--- src/rtl/tmp_sd_pkg.sv ---
// tmp_sd_pkg: shared state encoding, default timing and helpers for the temperature front-end controller
package tmp_sd_pkg;

   typedef enum logic [3:0] {
      IDLE, PRECHARGE, BLANK_D, DIODE, TAIL_D, BLANK_B, BIG, TAIL_B, OUTPUT
   } state_t;

   localparam int T_PRE_DEF   = 4;
   localparam int T_DIODE_DEF = 2;
   localparam int T_BIG_DEF   = 4;
   localparam int N_CYC_DEF   = 8;

   function automatic int max3(input int a, input int b, input int c);
      return (a > b) ? ((a > c) ? a : c) : ((b > c) ? b : c);
   endfunction

endpackage

--- src/rtl/tmp_phase_timer.sv ---
// tmp_phase_timer: loadable down-counter flagging the last cycle of a timed phase
module tmp_phase_timer #(
   parameter int MAX_LEN = 4,
   localparam int CW = (MAX_LEN > 1) ? $clog2(MAX_LEN) : 1,
   localparam int LW = $clog2(MAX_LEN + 1)
) (
   input  logic          clk,
   input  logic          reset,
   input  logic          load,
   input  logic [LW-1:0] len,
   output logic          done
);

   logic [CW-1:0] cnt;

   // load len-1 on phase entry, then count down and rest at zero
   always_ff @(posedge clk)
      if (reset) cnt <= '0;
      else if (load) cnt <= CW'(len - LW'(1));
      else if (cnt != '0) cnt <= cnt - CW'(1);

   assign done = cnt == '0;

endmodule

--- src/rtl/tmp_sd_ctrl.sv ---
// tmp_sd_ctrl: switch sequencer and charge-balance accumulator for the temperature front end (option TMP_CHOP_EN)
module tmp_sd_ctrl import tmp_sd_pkg::*; #(
   parameter int T_PRE   = T_PRE_DEF,
   parameter int T_DIODE = T_DIODE_DEF,
   parameter int T_BIG   = T_BIG_DEF,
   parameter int N_CYC   = N_CYC_DEF,
   localparam int RES_W  = $clog2(N_CYC + 1)
) (
   input  logic             clk,
   input  logic             reset,
   input  logic             en,
   input  logic             cmp,
   output logic             preChrg,
   output logic             PII1,
   output logic             PII2,
   output logic             PI1,
   output logic             PI2,
   output logic             PA,
   output logic             PB,
   output logic             PC,
   output logic             PD,
   output logic             src_n,
   output logic             snk,
   output logic             busy,
   output logic             valid,
   output logic [RES_W-1:0] result
);

   localparam int MAX_LEN = max3(T_PRE, T_DIODE, T_BIG);
   localparam int LW      = $clog2(MAX_LEN + 1);

   state_t           state, nxt;
   logic [RES_W-1:0] acc, cyc;
   logic [LW-1:0]    len;
   logic             chop, chop_n, samp, samp_n, enter_big, load, done, last, act;

   assign last      = cyc == RES_W'(N_CYC - 1);
   assign enter_big = (nxt == BIG) && (state != BIG);
   assign load      = (nxt != state) && (nxt inside {PRECHARGE, DIODE, BIG});
   assign len       = (nxt == PRECHARGE) ? LW'(T_PRE) : (nxt == DIODE) ? LW'(T_DIODE) : LW'(T_BIG);
   assign samp_n    = enter_big ? cmp : samp;
   assign act       = nxt inside {BLANK_D, DIODE, TAIL_D, BLANK_B, BIG, TAIL_B};
`ifdef TMP_CHOP_EN
   assign chop_n    = (nxt == PRECHARGE) ? 1'b0 : (state == TAIL_B) ? ~chop : chop;
`else
   assign chop_n    = 1'b0;
`endif

   tmp_phase_timer #(.MAX_LEN(MAX_LEN)) u_timer (
      .clk   (clk),
      .reset (reset),
      .load  (load),
      .len   (len),
      .done  (done)
   );

   // phase sequencing; timed phases leave on the timer's last cycle
   always_comb begin
      nxt = state;
      case (state)
         IDLE:      nxt = en ? PRECHARGE : IDLE;
         PRECHARGE: nxt = done ? BLANK_D : PRECHARGE;
         BLANK_D:   nxt = DIODE;
         DIODE:     nxt = done ? TAIL_D : DIODE;
         TAIL_D:    nxt = BLANK_B;
         BLANK_B:   nxt = BIG;
         BIG:       nxt = done ? TAIL_B : BIG;
         TAIL_B:    nxt = last ? OUTPUT : BLANK_D;
         OUTPUT:    nxt = en ? PRECHARGE : IDLE;
         default:   nxt = IDLE;
      endcase
   end

   // state, accumulator and outputs registered from the next state so switches change glitch-free
   always_ff @(posedge clk)
      if (reset) begin
         state   <= IDLE;
         acc     <= '0;
         cyc     <= '0;
         chop    <= 1'b0;
         samp    <= 1'b0;
         preChrg <= 1'b0;
         PII1    <= 1'b0;
         PII2    <= 1'b0;
         PI1     <= 1'b0;
         PI2     <= 1'b0;
         PA      <= 1'b0;
         PB      <= 1'b0;
         PC      <= 1'b0;
         PD      <= 1'b0;
         src_n   <= 1'b1;
         snk     <= 1'b0;
         busy    <= 1'b0;
         valid   <= 1'b0;
         result  <= '0;
      end else begin
         state   <= nxt;
         chop    <= chop_n;
         samp    <= samp_n;
         acc     <= (nxt == PRECHARGE) ? '0 : enter_big ? acc + RES_W'(cmp ^ chop) : acc;
         cyc     <= (nxt == PRECHARGE) ? '0 : (state == TAIL_B && nxt == BLANK_D) ? cyc + RES_W'(1) : cyc;
         preChrg <= nxt == PRECHARGE;
         PII1    <= nxt inside {BLANK_D, DIODE, TAIL_D};
         PII2    <= nxt == DIODE;
         PI1     <= nxt inside {BLANK_B, BIG, TAIL_B};
         PI2     <= nxt == BIG;
         PA      <= act && !chop_n;
         PD      <= act && !chop_n;
         PB      <= act && chop_n;
         PC      <= act && chop_n;
         src_n   <= !((nxt == BIG) && !samp_n);
         snk     <= (nxt == BIG) && samp_n;
         busy    <= nxt != IDLE;
         valid   <= nxt == OUTPUT;
         result  <= (nxt == OUTPUT) ? acc : result;
      end

endmodule
--- config.mk ---
export PLATFORM = sky130hd
export DESIGN_NAME = tmp_sd_ctrl
export DESIGN_NICKNAME = d
export VERILOG_FILES = /design/src/rtl/tmp_sd_pkg.sv /design/src/rtl/tmp_phase_timer.sv /design/src/rtl/tmp_sd_ctrl.sv
export SDC_FILE = /design/constraint.sdc
export NUM_CORES = 1
export LEC_CHECK = 0
export CORE_MARGIN = 2
export CORE_UTILIZATION = 45
export DETAILED_ROUTE_END_ITERATION = 16
export PLACE_DENSITY = 0.72
export SETUP_SLACK_MARGIN = 0.02
export SLEW_MARGIN = 20
export SYNTH_ARGS = -nofsm -noshare
export SYNTH_HDL_FRONTEND = slang
export SYNTH_SLANG_ARGS = --single-unit
--- constraint.sdc ---
create_clock -name clk -period 3.5 [get_ports clk]
set_input_delay 0.7 -clock clk [delete_from_list [all_inputs] [get_ports clk]]
set_output_delay 0.7 -clock clk [all_outputs]
set_load 0.01 [all_outputs]
### Word level (Yosys, flattened, before mapping)

Cells that the tools add are included.

* register bits after elaboration: 29
* bits of input ports: 4
* output and inout bits: 17
* word-level logic and storage cells: 68

* $add $sub $neg: 4
* eq/ne operators: 19
* multiplexer cells: 11
* reduce and logical (&&, ||, !) cells: 18

Operator list (count)
* 4-bit by 3-bit equality test with 1-bit output, second input constant: 9
* 4-bit case mux with 8 select lines: 1
* 4-bit by 2-bit equality test with 1-bit output, second input constant: 4
* 2-bit 2-to-1 mux: 5
* 3-bit nonzero test: 3
* 4-bit by 1-bit equality test with 1-bit output, second input constant: 2
* 4-bit equality test, second input constant: 2
* 6-bit nonzero test: 1
* 1-bit logical AND: 5
* 4-bit by 1-bit adder with 4-bit output: 1
* 4-bit by 1-bit adder with 4-bit output, second input constant: 1
* 4-bit logical NOT: 1
* 4-bit 2-to-1 mux: 1
* 4-bit by 3-bit inequality test with 1-bit output, second input constant: 1
* 4-bit inequality test: 1
* 2-bit nonzero test: 2
* 4-bit nonzero test: 1
* 2-bit OR reduction: 2
* 2-bit by 1-bit subtractor with 2-bit output, second input constant: 2
* 1-bit 2-to-1 mux: 3
* 3-bit 2-to-1 mux: 1
* 1-bit logical NOT: 2
* 2-bit logical NOT: 1

### Depth between registers and ports, before layout

* word-level depth: 9
* depth in mapped cells: 5
* gate-level depth less buffers: 5

### By module

A second synthesis with hierarchy kept.

* cells, all modules: 142
* area, all modules: 1327.5 um^2

Modules (own cells, without submodules)
* tmp_sd_ctrl: instances 1, cells an instance 132, area each 1234.9 um^2, sequential area each 540.5 um^2
* tmp_phase_timer: instances 1, cells an instance 10, area each 92.6 um^2, sequential area each 40.0 um^2

### Worst setup path after synthesis

No wires, ideal clock.

* kind: input -> register
* start point: input cmp
* end point: register acc[1]
* setup time: 0.120 ns
* arrival time: 1.311 ns
* required time: 3.380 ns
* slack: 2.068 ns
* stages on the path: 4
* path buffers: 0
* cell sequence: ha_1 ha_1 mux2i_1 nor2_1

* word-level cells in the longest chain between the ends: 1

Ends and longest elaborated chain
* from (decl): line tmp_sd_ctrl.sv:12 `input logic cmp,`
* 4-bit by 1-bit adder with 4-bit output: line tmp_sd_ctrl.sv:100 `acc <= (nxt == PRECHARGE) ? '0 : enter_big ? acc + RES_W'(cmp ^ chop) : acc;`
* to (signal assigned): line tmp_sd_ctrl.sv:100
* to (decl): line tmp_sd_ctrl.sv:33 `logic [RES_W-1:0] acc, cyc;`

No other way between the ends.
A chain may end at the register's enable or synchronous reset.

### Worst setup path in the final report

* start point: register result[0]
* end point: output result[0]

RTL lines
* from (decl): line tmp_sd_ctrl.sv:26 `output logic [RES_W-1:0] result`
* from (signal assigned): line tmp_sd_ctrl.sv:115 `result <= (nxt == OUTPUT) ? acc : result;`

No word-level cell between the ends.

==> results_dict.tcl <==
set metrics [dict create \
    switching_share 0.305 \
    max_freq_mhz 526 \
    post_cts_buffers 0 \
    pwr_density_cell_nw_per_um2 478 \
    cpLargestDelayFamily "buffers and inverters" \
    gr-total-overflow 0 \
    p_comb_frac 0.188 \
    power_frac_clock 0.277 \
    die-width_microns 57.0 \
    grt_pass1_vias 968 \
    ys_ff_latch 29 \
    power.switching_uw 215 \
    start_util 0.467 \
    avgViaCountPerCell 5.36 \
    crit_type "reg2out" \
    avgRoutedWirePerCell_microns 12.6 \
    crit_buf_inv 1 \
    worstPathMaxFanout 2 \
    ir_drop_uv 353 \
    crit_slowest_cell "clkdlybuf4s50_1" \
    clock-sinks 29 \
    track_usage 0.167 \
    rsz0062_at_grt "no" \
    cp-end-kind "primary output" \
    postRouteAntennaNets 0 \
    dp_slack_ps 1270 \
    drc 0 \
    clk_path_buf_depth 2 \
    synthCells 132 \
    holdWs_ps 500 \
    tns_ps 0 \
    finalCritPeriodShare 0.543 \
    stdcell_area_sq_um 1480 \
    post_cts_resized 0 \
    ys_seq_area_frac 0.459 \
    boundaryPins 21 \
    fp.coreArea_sq_um 2710 \
    placedInstanceArea_sq_um 1420 \
    power.internal_uw 491 \
    slew_headroom 0.568 \
    crit_chain "clkdlybuf4s50_1" \
    path_clk_slew_ps 100 \
    worst-slew-pin-transition_ps 646 \
    ctsRootBufferMaster "clkbuf_4" \
    grt_max_degree 18 \
    postCtsHoldBufs 0 \
    nets 155 \
    vias 964 \
    die_area_sq_um 3250 \
    syn_area_sq_um 1260 \
    postSynthAreaPerCell_sq_um 9.58 \
    period_minus_slack_ps 1900 \
    status "complete, no violations" \
    yosysWarnings 0 \
    worst_slack_ps 1600 \
    syn_to_final_growth_pct 16.7 \
    htree_levels 2 \
    drive_gt1_frac 0.114 \
    cts_tree "done" \
    numCtsBuffers 5 \
    critPathArrivalTime_ps 1200 \
    slew_viol_final 0 \
    hold_path_class "reg2reg" \
    clk_latency_ps 330 \
    antennaDiodeCount 0 \
    finalHoldViolations 0 \
    io_buffers 18 \
    dieHeight_microns 57.0 \
    setup_violations 0 \
    rows 19 \
    leakagePower_uw 0.000562 \
    critPathMaxStageDelay_ps 540 \
    drt-total-wl_microns 2270 \
    place.gp.congestion 0.795 \
    start_kind "flop" \
    synth.distinct_cells 39 \
    dr.pass1.iters 4 \
    antenna_found_initial 0 \
    fin_skew_ps 9.20 \
    max-cap-violations 0 \
    hpwl_microns 1590 \
    seqPwrFrac 0.535 \
    grt_pass1_wl_microns 4170 \
    first_iter_violations 21 \
    crit_required_ps 2800 \
]
[cell type report]
| cell class | count | area, sq um |
|---|---|---|
| Inverter | 2 | 7.51 |
| Tap cell | 31 | 38.8 |
| Fill cell | 269 | 1230 |
| Sequential cell | 29 | 581 |
| Multi-Input combinational cell | 92 | 614 |
| Timing Repair Buffer | 18 | 180 |
| Clock buffer | 5 | 37.5 |
| Clock inverter | 3 | 17.5 |
[cell families (layout without fill, tap and decap cells)]
kind of cell | Yosys count | count (layout) | synth area share
muxes | 8 | 8 | 0.0643
AOI/OAI and AO/OA | 19 | 19 | 0.112
adders and majority gates | 3 | 3 | 0.0297
DFF | 29 | 29 | 0.459
buffers and inverters | 12 | 28 | 0.0584
other | 1 | 2 | 0.00296
xor gates and xnor gates | 5 | 5 | 0.0346
and+or+nand+nor | 55 | 55 | 0.239
[placed cells by master, fill, tap and decap left out, drive strengths merged, types with 3 or more instances in the layout]
cell type / netlist / routed
nor3: 9 / 9
xnor2: 3 / 3
nand2: 8 / 8
mux2i: 7 / 7
a21oi: 8 / 8
clkbuf: 2 / 5
ha: 3 / 3
clkdlybuf4s50: 0 / 18
nor2: 23 / 23
dfxtp: 29 / 29
[routing by layer]
layer,global-route usage,vias to the layer above,share of wire
li1,-,479,-
met1,0.197,451,0.46
met2,0.264,28,0.47
met3,0.0590,6,0.047
met4,0.0930,0,0.021
met5,0,-,0
[per-stage QoR]
stage,util,total power (uW),instances
floorplan,-,480,133
global placement,0.524,515,172
detailed placement,0.524,519,172
CTS,0.545,715,180
global route,0.545,752,180
finish,0.545,706,180
[synthesized netlist by cell type]
cell type	instances	area, sq um
dfxtp_1	29	581
nor2_1	22	82.6
nor3_1	9	45.0
nand2_1	8	30.0
a21oi_1	7	35.0
mux2i_1	7	70.1
buf_4	5	37.5
ha_1	3	37.5
xnor2_1	3	26.3
a21o_1	2	15.0
and3b_1	2	17.5
buf_2	2	10.0
clkbuf_1	2	7.51
inv_1	2	7.51
nor2b_1	2	12.5
o22ai_1	2	12.5
or2b_1	2	15.0
xor2_1	2	17.5
a2111oi_2	1	15.0
a211oi_2	1	12.5
a21oi_2	1	8.76
a221oi_2	1	15.0
and3_1	1	6.26
and4bb_2	1	12.5
buf_6	1	11.3
conb_1	1	3.75
mux2_2	1	11.3
nand2b_1	1	6.26
nand3_1	1	5.00
nand3b_1	1	7.51
nand4_1	1	6.26
nand4b_4	1	23.8
nor2_4	1	11.3
nor3b_2	1	12.5
o211ai_1	1	7.51
o21a_1	1	7.51
o21ai_0	1	5.00
o31ai_1	1	7.51
or3b_1	1	8.76
[power by group through the flow]
stage | registers (uW) | logic, uW | clock network (uW)
after floorplan | 376 | 104 | 0
after global placement | 384 | 131 | 0
after detailed placement | 385 | 133 | 0
after CTS | 378 | 134 | 204
after global routing | 382 | 149 | 220
final | 378 | 133 | 196
[registers in the layout, summed over array words and instances (netlist names), 2 cells and up]
name	count
acc	4
cyc	4
result	4
state	4
u_timer.cnt	2
[final timing paths]
kind                                 from         to  cells past startpoint  slack [ps]
worst max-delay path            result[0]  result[0]                      1        1600
worst max register to register   state[2]       samp                      3        1930
worst min register to register     cyc[1]     cyc[1]                      2         500
worst min-delay path               cyc[1]     cyc[1]                      2         500
No activity file was read; power rests on OpenSTA's default activity.
